==> src/rtl/regfile_wb_arbiter_if.sv <==
// Writeback / scoreboard bus between the pipeline and the regfile write-port arbiter.
// Master drives requests, allocations and queries; slave returns grants, busy bits and the regfile write.
interface regfile_wb_arbiter_if #(
  parameter int DATA_W = 32,
  parameter int ADDR_W = 5
);
  logic              s0_valid;
  logic              s0_ready;
  logic [ADDR_W-1:0] s0_addr;
  logic [DATA_W-1:0] s0_data;
  logic              s1_valid;
  logic              s1_ready;
  logic [ADDR_W-1:0] s1_addr;
  logic [DATA_W-1:0] s1_data;
  logic              alloc_en;
  logic [ADDR_W-1:0] alloc_addr;
  logic              flush;
  logic [ADDR_W-1:0] q1_addr;
  logic              q1_busy;
  logic [ADDR_W-1:0] q2_addr;
  logic              q2_busy;
  logic              rf_we;
  logic [ADDR_W-1:0] rf_waddr;
  logic [DATA_W-1:0] rf_wdata;

  modport master (
    output s0_valid, s0_addr, s0_data,
    output s1_valid, s1_addr, s1_data,
    output alloc_en, alloc_addr, flush, q1_addr, q2_addr,
    input  s0_ready, s1_ready, q1_busy, q2_busy,
    input  rf_we, rf_waddr, rf_wdata
  );

  modport slave (
    input  s0_valid, s0_addr, s0_data,
    input  s1_valid, s1_addr, s1_data,
    input  alloc_en, alloc_addr, flush, q1_addr, q2_addr,
    output s0_ready, s1_ready, q1_busy, q2_busy,
    output rf_we, rf_waddr, rf_wdata
  );
endinterface

==> src/rtl/regfile_wb_arbiter.sv <==
// Round-robin arbiter for the single regfile write port (ALU vs load writeback),
// with a one-cycle registered write stage and a pending-write scoreboard for decode.

// One scoreboard bit: flush beats alloc, alloc beats commit (newest producer wins).
module regfile_wb_pend_cell (
  input  logic clk,
  input  logic rst,
  input  logic i_flush,
  input  logic i_set,
  input  logic i_clr,
  output logic o_pend
);
  logic r_pend;

  always_ff @(posedge clk) begin
    if (rst || i_flush) r_pend <= 1'b0;
    else if (i_set)     r_pend <= 1'b1;
    else if (i_clr)     r_pend <= 1'b0;
  end

  assign o_pend = r_pend;
endmodule

module regfile_wb_arbiter #(
  parameter int DATA_W   = 32,
  parameter int ADDR_W   = 5,
  parameter int NUM_REGS = 32
) (
  input logic                  clk,
  input logic                  rst,
  regfile_wb_arbiter_if.slave  bus
);
  logic              r_rr_ptr;
  logic              r_rf_we;
  logic [ADDR_W-1:0] r_rf_waddr;
  logic [DATA_W-1:0] r_rf_wdata;

  logic              w_gnt0;
  logic              w_gnt1;
  logic              w_any_gnt;
  logic [ADDR_W-1:0] w_sel_addr;
  logic [DATA_W-1:0] w_sel_data;
  logic              w_wr_en;
  logic [NUM_REGS-1:0] w_pending;

  // r_rr_ptr only matters on contention; a lone requester always wins.
  assign w_gnt0     = !rst && bus.s0_valid && (!bus.s1_valid || !r_rr_ptr);
  assign w_gnt1     = !rst && bus.s1_valid && (!bus.s0_valid ||  r_rr_ptr);
  assign w_any_gnt  = w_gnt0 || w_gnt1;
  assign w_sel_addr = w_gnt1 ? bus.s1_addr : bus.s0_addr;
  assign w_sel_data = w_gnt1 ? bus.s1_data : bus.s0_data;
  assign w_wr_en    = w_any_gnt && (w_sel_addr != '0);

  assign bus.s0_ready = w_gnt0;
  assign bus.s1_ready = w_gnt1;

  always_ff @(posedge clk) begin
    if (rst) begin
      r_rr_ptr   <= 1'b0;
      r_rf_we    <= 1'b0;
      r_rf_waddr <= '0;
      r_rf_wdata <= '0;
    end else begin
      if (w_gnt0)      r_rr_ptr <= 1'b1;
      else if (w_gnt1) r_rr_ptr <= 1'b0;
      r_rf_we <= w_wr_en;
      // x0 writes are swallowed: address/data keep the last real write
      if (w_wr_en) begin
        r_rf_waddr <= w_sel_addr;
        r_rf_wdata <= w_sel_data;
      end
    end
  end

  assign bus.rf_we    = r_rf_we;
  assign bus.rf_waddr = r_rf_waddr;
  assign bus.rf_wdata = r_rf_wdata;

  for (genvar g = 0; g < NUM_REGS; g++) begin : g_pend
    if (g == 0) begin : g_x0
      assign w_pending[g] = 1'b0;
    end else begin : g_reg
      regfile_wb_pend_cell u_cell (
        .clk     (clk),
        .rst     (rst),
        .i_flush (bus.flush),
        .i_set   (bus.alloc_en && (bus.alloc_addr == ADDR_W'(g))),
        .i_clr   (r_rf_we && (r_rf_waddr == ADDR_W'(g))),
        .o_pend  (w_pending[g])
      );
    end
  end

  // A write landing this cycle is forwarded by the regfile, so it no longer stalls decode.
  assign bus.q1_busy = !rst && w_pending[bus.q1_addr] &&
                       !(r_rf_we && (r_rf_waddr == bus.q1_addr));
  assign bus.q2_busy = !rst && w_pending[bus.q2_addr] &&
                       !(r_rf_we && (r_rf_waddr == bus.q2_addr));
endmodule

==> src/flat_wrapper.sv <==
// flat-port wrapper written by rule: the top's interface ports become plain ports
module regfile_wb_arbiter_flat 
#(
  parameter int DATA_W   = 32,
  parameter int ADDR_W   = 5,
  parameter int NUM_REGS = 32
)
  (clk, rst, bus_s0_valid, bus_s0_addr, bus_s0_data, bus_s1_valid, bus_s1_addr, bus_s1_data, bus_alloc_en, bus_alloc_addr, bus_flush, bus_q1_addr, bus_q2_addr, bus_s0_ready, bus_s1_ready, bus_q1_busy, bus_q2_busy, bus_rf_we, bus_rf_waddr, bus_rf_wdata);
  regfile_wb_arbiter_if #(.DATA_W(DATA_W), .ADDR_W(ADDR_W)) bus_i ();
  input logic clk;
  input logic rst;
  input wire logic [$bits(bus_i.s0_valid)-1:0] bus_s0_valid;
  input wire logic [$bits(bus_i.s0_addr)-1:0] bus_s0_addr;
  input wire logic [$bits(bus_i.s0_data)-1:0] bus_s0_data;
  input wire logic [$bits(bus_i.s1_valid)-1:0] bus_s1_valid;
  input wire logic [$bits(bus_i.s1_addr)-1:0] bus_s1_addr;
  input wire logic [$bits(bus_i.s1_data)-1:0] bus_s1_data;
  input wire logic [$bits(bus_i.alloc_en)-1:0] bus_alloc_en;
  input wire logic [$bits(bus_i.alloc_addr)-1:0] bus_alloc_addr;
  input wire logic [$bits(bus_i.flush)-1:0] bus_flush;
  input wire logic [$bits(bus_i.q1_addr)-1:0] bus_q1_addr;
  input wire logic [$bits(bus_i.q2_addr)-1:0] bus_q2_addr;
  output wire logic [$bits(bus_i.s0_ready)-1:0] bus_s0_ready;
  output wire logic [$bits(bus_i.s1_ready)-1:0] bus_s1_ready;
  output wire logic [$bits(bus_i.q1_busy)-1:0] bus_q1_busy;
  output wire logic [$bits(bus_i.q2_busy)-1:0] bus_q2_busy;
  output wire logic [$bits(bus_i.rf_we)-1:0] bus_rf_we;
  output wire logic [$bits(bus_i.rf_waddr)-1:0] bus_rf_waddr;
  output wire logic [$bits(bus_i.rf_wdata)-1:0] bus_rf_wdata;
  assign bus_i.s0_valid = bus_s0_valid;
  assign bus_i.s0_addr = bus_s0_addr;
  assign bus_i.s0_data = bus_s0_data;
  assign bus_i.s1_valid = bus_s1_valid;
  assign bus_i.s1_addr = bus_s1_addr;
  assign bus_i.s1_data = bus_s1_data;
  assign bus_i.alloc_en = bus_alloc_en;
  assign bus_i.alloc_addr = bus_alloc_addr;
  assign bus_i.flush = bus_flush;
  assign bus_i.q1_addr = bus_q1_addr;
  assign bus_i.q2_addr = bus_q2_addr;
  assign bus_s0_ready = bus_i.s0_ready;
  assign bus_s1_ready = bus_i.s1_ready;
  assign bus_q1_busy = bus_i.q1_busy;
  assign bus_q2_busy = bus_i.q2_busy;
  assign bus_rf_we = bus_i.rf_we;
  assign bus_rf_waddr = bus_i.rf_waddr;
  assign bus_rf_wdata = bus_i.rf_wdata;
  regfile_wb_arbiter #(.DATA_W(DATA_W), .ADDR_W(ADDR_W), .NUM_REGS(NUM_REGS)) u_core (.clk(clk), .rst(rst), .bus(bus_i));
endmodule
==> config.mk <==
export PLATFORM = sky130hd
export DESIGN_NAME = regfile_wb_arbiter_flat
export DESIGN_NICKNAME = d
export VERILOG_FILES = /design/src/rtl/regfile_wb_arbiter_if.sv /design/src/rtl/regfile_wb_arbiter.sv /design/src/flat_wrapper.sv
export SDC_FILE = /design/constraint.sdc
export NUM_CORES = 1
export LEC_CHECK = 0
export ABC_CLOCK_PERIOD_IN_PS = 6900
export CAP_MARGIN = 10
export CORE_AREA = 2 2 66 131
export CTS_BUF_LIST = sky130_fd_sc_hd__clkbuf_2 sky130_fd_sc_hd__clkbuf_4 sky130_fd_sc_hd__clkbuf_8
export CTS_CLUSTER_DIAMETER = 200
export DETAILED_ROUTE_END_ITERATION = 6
export DIE_AREA = 0 0 68 133
export PLACE_DENSITY = 0.86
export SETUP_SLACK_MARGIN = 0.05
export SKIP_CTS_REPAIR_TIMING = 1
export SLEW_MARGIN = 10
export SYNTH_ARGS = -nofsm -noshare
export SYNTH_HDL_FRONTEND = slang
export SYNTH_SLANG_ARGS = --single-unit
==> constraint.sdc <==
create_clock -name clk -period 6.9 [get_ports clk]
set_clock_uncertainty 0.2 [all_clocks]
set_input_delay 1.725 -clock clk [delete_from_list [all_inputs] [get_ports clk]]
set_output_delay 1.725 -clock clk [all_outputs]
set_load 0.02 [all_outputs]
==> results of run 1 <==
==> through the flow <==
step / utilization, % / setup WS (ns)
after global placement: 65.71 / 0.8204
after CTS: 68.24 / 0.7769
after detailed placement: 65.71 / 0.7875
final: 68.24 / 0.7966
after floorplan: - / 1.927
after global routing: 68.24 / 0.5919
==> cell type report <==
cell class	count	area (µm²)
multi-input combinational	330	2402
clock inverter	2	12.51
sequential	70	1401
tap	98	122.6
fill	680	2577
clock buffer	14	192.7
timing repair buffer	140	1391
inverter	4	15.01
==> critical path: stages <==
cell,delay [ns]
clkdlybuf4s50_1,0.83
mux4_2,0.57
a22oi_1,0.17
o31ai_1,0.12
o211a_1,0.23
clkdlybuf4s50_1,0.53
==> cell usage in the layout, fill, tap and decap left out, types with 2 or more instances in the layout <==
cell type        instances
nand3_1                  6
or3_1                    2
and2_1                   3
nand2b_1                45
mux2_2                   2
nand2_1                 40
xor2_1                   8
a221oi_1                 2
o21ai_0                 28
dfxtp_1                 70
buf_4                    4
nor2_1                   9
o32ai_2                  2
clkbuf_8                14
inv_1                    2
o31ai_1                  4
or2_2                    2
a21oi_1                 37
clkdlybuf4s50_1        136
nand4_1                  2
a22oi_1                  3
nor4_1                   4
o21ai_1                  5
inv_2                    2
mux2_1                   2
nor2b_1                 11
a21o_1                   2
mux4_2                  10
mux2i_1                 74
a31oi_1                  2
xnor2_1                  2
nor3_1                   4
==> power breakdown <==
group / internal, mW / switching [mW]
combinational: 0.137 / 0.115
clock: 0.179 / 0.154
sequential: 0.429 / 0.0215
total: 0.744 / 0.291
==> flip-flops by register name (all words and copies together), names as in the netlist <==
register                           cells
u_core.bus.rf_waddr                    5
u_core.g_pend.g_reg.u_cell.o_pend     31
u_core.bus.rf_we                       1
u_core.bus.rf_wdata                   32
u_core.r_rr_ptr                        1
==> how the worst max path moves through the flow <==
stage	slack [ns]	from	cells after the start	to
floorplan	1.93	bus_q1_addr[2]	5	bus_q1_busy
global placement	0.82	bus_q1_addr[0]	6	bus_q1_busy
detailed placement	0.79	bus_q1_addr[0]	6	bus_q1_busy
CTS	0.78	bus_q1_addr[0]	6	bus_q1_busy
global route	0.59	bus_q1_addr[0]	6	bus_q1_busy
finish	0.80	bus_q1_addr[0]	6	bus_q1_busy
==> cell families (layout without fill, tap and decap cells) <==
family          after synthesis  after routing
flops                        70             70
simple gates                137            137
xor+xnor                     10             10
compound gates               95             95
mux                          88             88
buf+inv                      36            160
==> metal layers <==
layer / vias up / wire length, µm
li1: 1796 / -
met1: 1733 / 4338
met2: 202 / 5371
met3: 26 / 967
met4: 0 / 273
met5: - / 0
==> flow_summary.yaml, run 1 <==
global_routing:
  grt_overflow: 0
  grt_first_pass_wirelength_mm: 17.50
  antenna_found_initial: 0
  grt_use_total_pct: 25.24
  grt_use_met1_pct: 31.98
  grt_most_used_layer: "met2"
  grt_max_degree: 36
  grt_pass1_vias: 3608
  grt_util_met2_pct: 40.99
  use_met3_pct: 5.272
sta:
  rsz0062_at_grt: "no"
  setup_violations: 0
  min_period_ns: 6.103
  tightest_slew_ns: 0.9977
  max_freq_mhz: 163.8
  period_share_pct: 88.46
  fin_tns_setup_ns: 0
  slew_headroom_pct: 33.49
  final_max_slew_viol_count: 0
  hold_slack_ns: 0.2753
  hold_viol: 0
synth:
  async_reset_ff_share_pct: 0
  ys_seq_area_share_pct: 34.98
  ys.flop_type: "dfxtp_1"
  synth_edf_count: 0
  synthCells: 436
  yosys-top-cells-count: "mux2i_1, dfxtp_1, nand2b_1"
  yosysMostFrequentCell: "mux2i_1"
  synth_area_per_cell_um2: 9.189
  synth_top_family_by_area: "multiplexers"
  synthAdderAreaFrac_pct: 0
  synth_top_area_share_pct: 34.98
  syn_area_mm2: 0.004006
  synth_nets: 531
  synth_largest_area_cell: "dfxtp_1"
  synth_cell_types: 52
  yosys_warnings: 0
  yosys_register_bits: 70
  synth_compound_area_share_pct: 14.18
  synth_area_leaders: "dfxtp_1, mux2i_1, nand2b_1"
  synth-simple-area-share_pct: 18.33
  synthMuxAreaShare_pct: 25.23
  synthXorXnorAreaFrac_pct: 2.186
critical_path:
  crit_fanout: 10
  timing.rr.start: "u_core.r_rr_ptr"
  critical_path_class: "primary input to output port"
  r2r_end: "u_core.bus.rf_waddr[3]"
  worstPathArrival_ns: 4.18
  required_ns: 4.97
  worst_r2r_path_depth: 5
  start_kind: "primary input"
  r2r_setup_slack_ns: 4.62
  endpoint_kind: "output port"
drt:
  wire_per_inst_um: 16.64
  drc: 0
  drt-pass1-iter-count: 5
  ant_nets: 0
  viasPerCell: 5.710
  drt_iter0_drc: 223
  vias: 3757
  wl_mm: 10.95
floorplan:
  num_rows: 47
  dieArea_mm2: 0.009044
  pin_count: 137
  initial_core_util_pct: 49.37
  fp.dieH_um: 133
  die_w_um: 68
  core-area_mm2: 0.008115
placed_design:
  placed_cells: 642
  port-buffer-count: 136
  hpwl_mm: 8.251
  dpl_cell_area_mm2: 0.005333
  gp_congestion: 0.9721
cells_and_area:
  drive_gt1_share_pct: 7.500
  area_growth_syn_to_layout_pct: 38.23
  antenna_cells: 0
  design_area_mm2: 0.005538
  final_net_count: 650
  stdcell_count: 658
cts:
  clockRootBuffer: "clkbuf_8"
  cts_tree: "built"
  cts_buffers: 9
  clk_pin_slew_ns: 0.08
  clk_path_buf_depth: 2
  cts-htree-levels: 3
  clock_sinks: 70
  clk_latency_ns: 0.35
power_and_ir_drop:
  peakVddDrop_mv: 0.1402
  p_leak_nw: 2.258
  fin_total_pwr_mw: 1.035
  power_density_mw_per_mm2: 187.0
min_path:
  hold_class: "register to register"
  holdPathStages: 2
  min_to: "u_core.bus.rf_wdata[5]"
  hold_start: "u_core.bus.rf_wdata[5]"
job:
  maxCapViolations: 0
outcome:
  outcome: "finished, final reports clean"
Note: power is estimated with default switching activity, not from simulation.
==> inputs of run 2 (changes only) <==
Settings changed: CAP_MARGIN 10 to not set.
==> results of run 2 <==
The final DEF is identical to that of run 1; final timing and power are the same.
